**src/rtl/ahb_apb_bridge_gen2.sv**
```systemverilog
// ahb_apb_bridge_gen2: AHB-lite to multi-slave APB bridge with decode-error and timeout responses
module ahb_apb_bridge_gen2 #(
  parameter int DATA_W = 32,
  parameter int PADDR_W = 5,
  parameter int NSLV = 4,
  parameter int TIMEOUT = 16,
  localparam int SEL_W = (NSLV > 2) ? $clog2(NSLV) : 1
) (
  input  logic                     hclk_i,
  input  logic                     reset_n_i,
  input  logic                     hsel_i,
  input  logic [SEL_W+PADDR_W-1:0] haddr_i,
  input  logic                     hwrite_i,
  input  logic [1:0]               htrans_i,
  input  logic                     hready_i,
  input  logic [DATA_W-1:0]        hwdata_i,
  output logic                     hreadyout_o,
  output logic                     hresp_o,
  output logic [DATA_W-1:0]        hrdata_o,
  output logic [NSLV-1:0]          psel_o,
  output logic [PADDR_W-1:0]       paddr_o,
  output logic                     pwrite_o,
  output logic                     penable_o,
  output logic [DATA_W-1:0]        pwdata_o,
  input  logic [NSLV*DATA_W-1:0]   prdata_i,
  input  logic [NSLV-1:0]          pready_i,
  input  logic [NSLV-1:0]          pslverr_i
);
  typedef enum logic [2:0] {IDLE, WDATA, SETUP, ACCESS, ERR1, ERR2} state_t;
  localparam logic [SEL_W:0] NSLV_L = (SEL_W+1)'(NSLV);
  localparam logic [7:0] TO_LAST = 8'(TIMEOUT - 1);
  state_t state_q, state_d;
  logic [SEL_W-1:0] idx_q, idx_d, hidx;
  logic [PADDR_W-1:0] paddr_q, paddr_d;
  logic [NSLV-1:0] psel_q, psel_d;
  logic [DATA_W-1:0] pwdata_q, pwdata_d, hrdata_q, hrdata_d;
  logic [7:0] cnt_q, cnt_d;
  logic pwrite_q, pwrite_d, penable_q, penable_d, hreadyout_q, hreadyout_d, hresp_q, hresp_d;
  logic acc, idx_ok, rdy, err;
  assign hidx = haddr_i[SEL_W+PADDR_W-1 -: SEL_W];
  assign idx_ok = {1'b0, hidx} < NSLV_L;
  assign acc = hsel_i & hready_i & htrans_i[1] & (state_q == IDLE || state_q == ERR2);
  assign rdy = pready_i[idx_q];
  assign err = pslverr_i[idx_q];
  always_comb begin
    state_d = state_q;
    idx_d = idx_q;
    paddr_d = paddr_q;
    pwrite_d = pwrite_q;
    pwdata_d = pwdata_q;
    hrdata_d = hrdata_q;
    cnt_d = cnt_q;
    case (state_q)
      IDLE, ERR2: begin
        state_d = !acc ? IDLE : !idx_ok ? ERR1 : hwrite_i ? WDATA : SETUP;
        if (acc && idx_ok) begin
          idx_d = hidx;
          paddr_d = haddr_i[PADDR_W-1:0];
          pwrite_d = hwrite_i;
        end
      end
      WDATA: begin
        state_d = SETUP;
        pwdata_d = hwdata_i;
      end
      SETUP: begin
        state_d = ACCESS;
        cnt_d = '0;
      end
      ACCESS: begin
        // read data is captured even when the slave flags an error
        if (rdy) begin
          state_d = err ? ERR1 : IDLE;
          if (!pwrite_q) hrdata_d = prdata_i[32'(idx_q) * DATA_W +: DATA_W];
        end else if (cnt_q == TO_LAST) state_d = ERR1;
        else cnt_d = cnt_q + 8'd1;
      end
      ERR1: state_d = ERR2;
      default: state_d = IDLE;
    endcase
    psel_d = (state_d == SETUP || state_d == ACCESS) ? NSLV'(1) << idx_d : '0;
    penable_d = state_d == ACCESS;
    hreadyout_d = state_d == IDLE || state_d == ERR2;
    hresp_d = state_d == ERR1 || state_d == ERR2;
  end
  always_ff @(posedge hclk_i) begin
    if (!reset_n_i) begin
      state_q <= IDLE;
      idx_q <= '0;
      paddr_q <= '0;
      pwrite_q <= 1'b0;
      pwdata_q <= '0;
      hrdata_q <= '0;
      cnt_q <= '0;
      psel_q <= '0;
      penable_q <= 1'b0;
      hreadyout_q <= 1'b1;
      hresp_q <= 1'b0;
    end else begin
      state_q <= state_d;
      idx_q <= idx_d;
      paddr_q <= paddr_d;
      pwrite_q <= pwrite_d;
      pwdata_q <= pwdata_d;
      hrdata_q <= hrdata_d;
      cnt_q <= cnt_d;
      psel_q <= psel_d;
      penable_q <= penable_d;
      hreadyout_q <= hreadyout_d;
      hresp_q <= hresp_d;
    end
  end
  assign hreadyout_o = hreadyout_q;
  assign hresp_o = hresp_q;
  assign hrdata_o = hrdata_q;
  assign psel_o = psel_q;
  assign paddr_o = paddr_q;
  assign pwrite_o = pwrite_q;
  assign penable_o = penable_q;
  assign pwdata_o = pwdata_q;
endmodule

```
**config.mk**
```make
export PLATFORM = sky130hd
export DESIGN_NAME = ahb_apb_bridge_gen2
export DESIGN_NICKNAME = d
export VERILOG_FILES = /design/src/rtl/ahb_apb_bridge_gen2.sv
export SDC_FILE = /design/constraint.sdc
export NUM_CORES = 1
export LEC_CHECK = 0
export CORE_AREA = 2 2 106 108
export CTS_CLUSTER_SIZE = 24
export DETAILED_ROUTE_END_ITERATION = 10
export DIE_AREA = 0 0 108 110
export HOLD_SLACK_MARGIN = 0.02
export PLACE_DENSITY = 0.87
export SETUP_SLACK_MARGIN = 0.1
export SLEW_MARGIN = 30
export SYNTH_ARGS = -nofsm -noshare
export SYNTH_HDL_FRONTEND = slang
export SYNTH_SLANG_ARGS = --single-unit
```
**constraint.sdc**
```tcl
create_clock -name hclk_i -period 5.5 [get_ports hclk_i]
set_input_delay 1.1 -clock hclk_i [delete_from_list [all_inputs] [get_ports hclk_i]]
set_output_delay 1.1 -clock hclk_i [all_outputs]
set_load 0.005 [all_outputs]
```
==> results of run 1 <==
[stage by stage]
step / power, mW / hold WS (ns) / utilization, %
floorplan: 0.822 / 0.443 / -
global placement: 1.01 / 0.441 / 63.6
detailed placement: 1.02 / 0.447 / 63.7
CTS: 1.48 / 0.459 / 65.6
global route: 1.53 / 0.477 / 65.6
finish: 1.46 / 0.458 / 65.6
[cells in the mapped netlist, types with 2 or more instances]
library cell / instances
sky130_fd_sc_hd__nand3_1: 5
sky130_fd_sc_hd__dfxtp_1: 90
sky130_fd_sc_hd__a211oi_1: 3
sky130_fd_sc_hd__buf_2: 9
sky130_fd_sc_hd__o21a_1: 3
sky130_fd_sc_hd__nor3_1: 5
sky130_fd_sc_hd__and2_1: 2
sky130_fd_sc_hd__nand2b_1: 7
sky130_fd_sc_hd__a21oi_1: 70
sky130_fd_sc_hd__nand2_1: 137
sky130_fd_sc_hd__a21oi_2: 4
sky130_fd_sc_hd__nand4_1: 2
sky130_fd_sc_hd__inv_1: 4
sky130_fd_sc_hd__and3_1: 2
sky130_fd_sc_hd__or2_2: 2
sky130_fd_sc_hd__nor2_1: 11
sky130_fd_sc_hd__nand3b_1: 2
sky130_fd_sc_hd__mux2i_1: 13
sky130_fd_sc_hd__mux2_2: 2
sky130_fd_sc_hd__clkbuf_1: 24
sky130_fd_sc_hd__mux4_2: 34
[cell type report]
type,instances,area [um2],share of cell area [%]
repair buffers,262,2610,37.2
clock inverters,6,66.3,0.945
inverters,4,15.0,0.214
clock buffers,10,138,1.96
well taps,140,175,2.50
multi-input cells,318,2210,31.5
flip-flops and latches,90,1800,25.7
[cells by family after synthesis]
logic type | after synthesis
AND/OR/NAND/NOR | 180
flip-flops | 90
AO/OA/AOI/OAI | 87
multiplexers | 49
buffers and inverters | 40
XOR/XNOR | 1
adder cells (fa/ha/maj) | 1
[worst max-delay path by stage]
stage | start | endpoint | cells after the start
3_3_place_gp | pready_i[3] | hrdata_o[5]$_SDFFE_PN0P_ | 5
3_5_place_dp | pready_i[3] | hrdata_o[4]$_SDFFE_PN0P_ | 5
6_report | reset_n_i | hreadyout_o$_SDFF_PN1_ | 5
4_1_cts | pready_i[3] | hrdata_o[4]$_SDFFE_PN0P_ | 5
5_1_grt | reset_n_i | hreadyout_o$_SDFF_PN1_ | 5
2_1_floorplan | pready_i[3] | cnt_q[4]$_SDFFE_PN0P_ | 5
[where the power goes]
part           internal, mW  total, mW  switching, mW  leakage [nW]
clock network         0.222      0.461          0.238        0.0945
registers             0.676      0.690         0.0144         0.729
logic                 0.203      0.312          0.109          1.52
[registers in the layout (all words and copies together) (netlist names)]
| signal | count |
|---|---|
| hreadyout_o | 1 |
| hresp_o | 1 |
| pwrite_o | 1 |
| psel_o | 4 |
| state_q | 3 |
| hrdata_o | 32 |
| penable_o | 1 |
| pwdata_o | 32 |
| idx_q | 2 |
| cnt_q | 8 |
| paddr_o | 5 |
[worst max-delay path, stage by stage]
cell and delay [ns]:
sky130_fd_sc_hd__clkdlybuf4s50_1 0.55, sky130_fd_sc_hd__inv_2 0.56, sky130_fd_sc_hd__buf_4 0.48, sky130_fd_sc_hd__a211oi_1 0.09, sky130_fd_sc_hd__a211oi_1 0.21
[per-layer routing]
layer	track usage (%)	part of all wire (%)	wire [um]	vias to the layer above
li1	-	-	-	2029
met1	25.4	38	5130	1958
met2	39.9	52	7060	207
met3	4.94	8.1	1110	26
met4	9.52	2.6	358	0
met5	0	0	0	-
==> results list, run 1 <==
- Run status: completed
* Vias post-DR: about 4200
- After detailed routing, the number of remaining DRC violations is 0.
* Data required time at the worst endpoint: slightly below 6 ns
- XOR/XNOR share of the synthesized area: 0.210%
* Top cells by area, synth: sky130_fd_sc_hd__dfxtp_1 (43%), sky130_fd_sc_hd__mux4_2 (18%), sky130_fd_sc_hd__nand2_1 (12%), sky130_fd_sc_hd__a21oi_1 (8.4%), sky130_fd_sc_hd__mux2i_1 (3.1%)
* Peak clock frequency supported by timing: 0.360 GHz
* Detail Placement HPWL: 10600 um
- Worst setup path category: input pin to flop
* Power density cells: 208 nW/um2
* Fraction of layout instances using a drive strength above 1: around a tenth
- The net count of the finished layout is 868.
- Total overflow reported by the global router: 0
* Number of buffers created by CTS: 9
- Setup repair after global routing missed its margin: no
- Total wire length after detailed routing: 13700 um
* TritonCTS clock tree: done
* Worst setup slack before clock tree synthesis: 2.35 ns
- Post-route minimum period: 2.78 ns
- Maxcap violations: 0
* Die ar.: 11900 um2
- Via density per instance: between 5 and 6
* Share of synthesized area occupied by flip-flops and latches: 43.3%
- Start point of the worst min-delay path: pwdata_o[18]$_SDFFE_PN0P_
- Post-placement cell area: 6820 um2
* Count of distinct cell types in the synthesized netlist: 38
- Once the floorplan was initialized, standard cells occupied 38.9% of the core.
- The pre-antenna-repair detailed-routing pass consisted of 4 iterations.
- CTS clock-pin slew for the worst setup and hold paths: 0.08 ns
* Final Hold Fails: 0
- Largest family of logic cells by synthesized area: multiplexers
- WHS Endpoint: pwdata_o[18]$_SDFFE_PN0P_
- Reg-to-Reg Start: idx_q[0]$_SDFF_PN0_
* Fin crit share: roughly half
- Arrival time at the worst endpoint: 3.05 ns
- Counting cells, the worst reg-to-reg path comes to 5.
* Transition at the pin with the smallest max-transition slack: 0.727 ns
- Clock H-tree levels: 3
* Buffer count from post-CTS setup fixing: 0
- After layout, the worst setup slack is 2.72 ns.
- The first global-routing pass estimated 20400 um of wire.
* Post-synth EDFFs: 0
- Overall fraction of global-route tracks in use: 22.2%
- Starting DRC count in detailed routing: 227
* Number of instances on the worst hold path: 2
- Counting flops with an async set or reset pin after synthesis yields a share of 0%.
- The worst setup path is captured at a flop.
- Std-Cell Core Area: 10700 um2
* Worst relative slew slack: 51.5%
* Leading area contributor after synthesis: sky130_fd_sc_hd__dfxtp_1
* Most used cells in the layout excluding fill and tap cells: sky130_fd_sc_hd__clkdlybuf4s50_1 (257), sky130_fd_sc_hd__nand2_1 (137), sky130_fd_sc_hd__dfxtp_1 (89), sky130_fd_sc_hd__a21oi_1 (70), sky130_fd_sc_hd__mux4_2 (34)
* Clock buffer depth: 2
* Number of nets with antenna violations after routing: 0
- Antenna violations before repair: 0
- In this run the mean area of a mapped cell was just over 9 um2.
* Average wire per standard cell: between 15 and 20 um
- Last weighted congestion value of the routability-driven placer: 0.814
* Mux contribution to synthesized area: 22.0%
* I/O Buffers: approximately 260
* Layout filler cell count: 824
- CTS placed an instance of sky130_fd_sc_hd__clkbuf_8 at the clock tree root.
* Adder and majority gate portion of the synthesized area: less than 1%
- Ant. Diodes: 0
- Fraction of synthesized cell area taken by the top area cell type: 43.3%
* Area of all placed cells without fillers: 7020 um2
- After synthesis the netlist holds a flip-flop and latch count of 90.
- Entering global routing, the biggest net connects 43 pins.
* Setup TNS: 0 ns
- DP Cell Count: ~810
- After floorplanning, the core was divided into 38 placement rows.
- Number of global-route vias before repair: 4195
- The min-delay analysis places its worst path in the category flop to flop.
- The clock reaches the later pin of the worst-skew pair after 0.36 ns.
- Die width: 108 um
* Worst-case vdd ir drop: roughly 110 uV
- Of all nets on the critical path, the largest fanout is 42.
- Worst clock skew: 0.00813 ns
- The tree built by TritonCTS fans out to 90 sinks.
- In this run, post-CTS repair resized a total of 0 instances.
* Area fraction in and, or, nand and nor cells after synthesis: 18.2%
- Syn Std Cell Area: 4170 um2
- Boundary pin count: between 200 and 300
- In the synthesized netlist the dominant register cell turns out to be sky130_fd_sc_hd__dfxtp_1.
* Compound-cell area share of the yosys netlist: 11.8%
- In this run the critical register-to-register path is captured at hrdata_o[4]$_SDFFE_PN0P_.
* Warnings from Yosys: 0
- Critical path startpoint category: input pin
- # setup viols final: 0
- Final Instance Count excl. Fillers: 830
- Reg2Reg Setup Slack: roughly 2.9 ns
* Synth Instances: 448
- Area delta synth->final: 68.5%
- Hold bufs inserted after CTS: 0
- When the netlist entered floorplanning its net count stood at approximately 630.
- Summed over all cells, the static leakage comes to around 2.3 nW.
- The number of max-slew violations in the final report was 0.
- Die extent in y: 110 um
* Most frequent standard cell in the layout excluding fill and tap cells: sky130_fd_sc_hd__clkdlybuf4s50_1
Note: power is estimated with default switching activity, not from simulation.
==> run 2: changes to the inputs <==
CORE_AREA = 2 2 114 116   (was 2 2 106 108)
DIE_AREA = 0 0 116 118   (was 0 0 108 110)
PLACE_DENSITY = 0.8   (was 0.87)
clock period = 2.2 ns   (was 5.5 ns; I/O delays follow)
==> run 2 against run 1 <==
- combinational power grew to 2.6 times the previous value
- largest power group unchanged
- routed wire length is 1.7% higher
- clock skew is 0.0012 ns lower
- count of clock-buffer cells in the layout is 1 lower
==> results list, run 2 (synthesis gave the netlist of run 1 again) <==
* Reg2Reg Setup Slack: 0.27 ns (-2.62 ns)
- Ant. Diodes: 0 (unchanged)
* Power density cells: 561 nW/um2 (+170%)
- Total overflow reported by the global router: 0 (unchanged)
- The total met3 wirelength after detailed routing is 1180 um (+6.1%).
- Clock H-tree levels: 3 (unchanged)
- The post-detailed-route count of antenna-violating nets is 0 (unchanged).
- In this run the critical register-to-register path is launched from state_q[0]$_SDFF_PN0_.
- Starting DRC count in detailed routing: 208 (-8.4%)
- Std-Cell Core Area: 12400 um2 (+16%)
- Number of instances on the worst hold path: 2 (unchanged)
- The vertical extent of the die is 118 um (+7.3%).
* Post-Route M1 WL: 5190 um (+1.2%)
- The post-cts gate resize count was 0 (unchanged).
* Final Hold Fails: 0 (unchanged)
- The final number of setup-violating endpoints came to 0 (unchanged).
* Setup repair after global routing missed its margin: no
- Worst setup path category: input pin to flop
- Number of global-route vias before repair: 4225 (+0.72%)
- The share of cells above drive strength 1 is 11.0% (+0.89 points).
* Type of the tightest min-delay check: flop to flop
- Most frequent standard cell in the layout excluding fill and tap cells: sky130_fd_sc_hd__clkdlybuf4s50_1
* Final Instance Count excl. Fillers: 870 (+4.8%)
* TritonCTS clock tree: done
* Global-route wire length before repair: 20800 um (+2.2%)
* Net count reported at finish: 876 (+0.92%)
* Overall fraction of global-route tracks in use: 19.6% (-2.6 points)
* Worst-case vdd ir drop: 470 uV (+350%)
- The global placer's final weighted congestion came to 0.810 (-0.54%).
- The number of max-slew violations in the final report was 0 (unchanged).
- Peak clock frequency supported by timing: 0.496 GHz
- Critical path startpoint category: input pin
- Uppermost signal routing layer after detailed routing: met4
- Arrival time at the worst endpoint: 2.28 ns (-0.77 ns)
- The critical-path maximum fanout is 7 (-83%).
* Most used cells in the layout excluding fill and tap cells: sky130_fd_sc_hd__clkdlybuf4s50_1 (257), sky130_fd_sc_hd__nand2_1 (137), sky130_fd_sc_hd__dfxtp_1 (89), sky130_fd_sc_hd__a21oi_1 (70), sky130_fd_sc_hd__mux4_2 (34)
- The run finished with clean final reports.
* Worst-skew pair later-pin latency: 0.33 ns (-0.03 ns)
- The cell count after placement came to 854 (+4.9%).
* Post-route minimum period: between 2 and 2.5 ns
* Overall power consumption: 4.08 mW (+180%)
- Length of the first detailed-routing pass in iterations: 4 (unchanged)
- The initial antenna violation count is 0 (unchanged).
- The detailed placement HPWL was 11100 um (+4.6%).
- The path with the worst hold slack has its endpoint at pwdata_o[4]$_SDFFE_PN0P_.
* Detailed-routed wire length on met2: 7150 um (+1.2%)
- Maximum number of pins on one net before global-route repair: 55 (+28%)
* Worst relative slew slack: 55.9% (+4.3 points)
- Die ar.: 13700 um2 (+15%)
- The number of buffers on the longest clock path came to 2 (unchanged).
* Start point of the worst min-delay path: pwdata_o[4]$_SDFFE_PN0P_
- Category of the worst setup path capture point: flop
- Relative to the synthesized area, the layout overhead comes to 74.8%.
* Total wire length after detailed routing: 13900 um (+1.7%)
- The port buffer count is 257 (unchanged).
- The final-layout setup total negative slack was 0 ns (unchanged).
- Vias post-DR: 4286 (+1.6%)
* Die width: 116 um (+7.4%)
- Setup ws final: 0.182 ns (-2.54 ns)
- Average wire per standard cell: 16.0 um (-3.0%)
- The initial core utilization is 33.6% (-5.4 points).
* Number of buffers created by CTS: 9 (unchanged)
- Cell chosen for the clock root: sky130_fd_sc_hd__clkbuf_16
- The number of max-capacitance violations reported came to 0 (unchanged).
* Leak pwr: 2.46 nW (+5.0%)
* Worst setup slack before clock tree synthesis: -0.179 ns (-2.53 ns)
- Boundary pin count: 259 (unchanged)
- The number of clock sinks was 90 (unchanged).
- Number of rows in the core area: 41 (+7.9%)
- In this run the critical register-to-register path is captured at hrdata_o[6]$_SDFFE_PN0P_.
- The hold buffer count at cts came to 0 (unchanged).
- The worst endpoint required time came to 2.46 ns (-3.31 ns).
* CTS clock-pin slew for the worst setup and hold paths: 0.07 ns (about the same)
- Transition at the pin with the smallest max-transition slack: 0.661 ns (-0.0659 ns)
- Length in cells of the worst reg-to-reg path: 5 (unchanged)
- The number of setup buffers added after CTS is 0 (unchanged).
- The worst clock skew is 0.00692 ns (-0.00121 ns).
- The DRC violation count after routing came to 0 (unchanged).
- Fin crit share: between 90% and 100%
* Via density per instance: 4.93 (-3.1%)
-- run 2: worst max path at each step --
stage,start,to,slack [ns],cells after the start
2_1_floorplan,idx_q[0]$_SDFF_PN0_,cnt_q[4]$_SDFFE_PN0P_,0.37,6
3_3_place_gp,pready_i[3],cnt_q[2]$_SDFFE_PN0P_,-0.11,5
3_5_place_dp,pready_i[0],cnt_q[6]$_SDFFE_PN0P_,-0.18,6
4_1_cts,pready_i[0],cnt_q[7]$_SDFFE_PN0P_,0.18,6
5_1_grt,pready_i[0],hrdata_o[15]$_SDFFE_PN0P_,0.11,6
6_report,pready_i[0],cnt_q[4]$_SDFFE_PN0P_,0.18,6
-- run 2: metal layers --
layer,track usage [%],vias to the layer above
met5,0,-
met4,7.37,0
met2,35.2,217
li1,-,2051
met3,6.02,29
met1,21.2,1989
-- run 2: critical path, cell delays in order --
cell,delay [ns]
sky130_fd_sc_hd__clkdlybuf4s50_1,0.41
sky130_fd_sc_hd__mux4_2,0.53
sky130_fd_sc_hd__a211o_1,0.39
sky130_fd_sc_hd__buf_12,0.17
sky130_fd_sc_hd__a21boi_2,0.14
sky130_fd_sc_hd__mux2i_1,0.19
-- run 2: final cells by class --
type	instances	area, um2
clock inverter	7	73.8
timing repair buffer	270	2750
clock buffer	9	225
fill	1060	5130
sequential	90	1800
multi-input combinational	318	2200
inverter	4	15.0
tap	172	215
-- run 2: through the flow --
stage / hold slack (ns) / util, % / instance area, um2
4_1_cts: 0.455 / 58.6 / 7280
3_5_place_dp: 0.446 / 56.2 / 6980
3_3_place_gp: 0.443 / 56.2 / 6980
5_1_grt: 0.475 / 58.6 / 7280
6_report: 0.453 / 58.6 / 7280
2_1_floorplan: 0.443 / - / 4170
-- run 2: power by group --
group / internal, mW / leakage, nW / switching [mW]
registers: 1.69 / 0.729 / 0.0370
logic: 0.525 / 1.58 / 0.274
clock network: 0.889 / 0.147 / 0.670
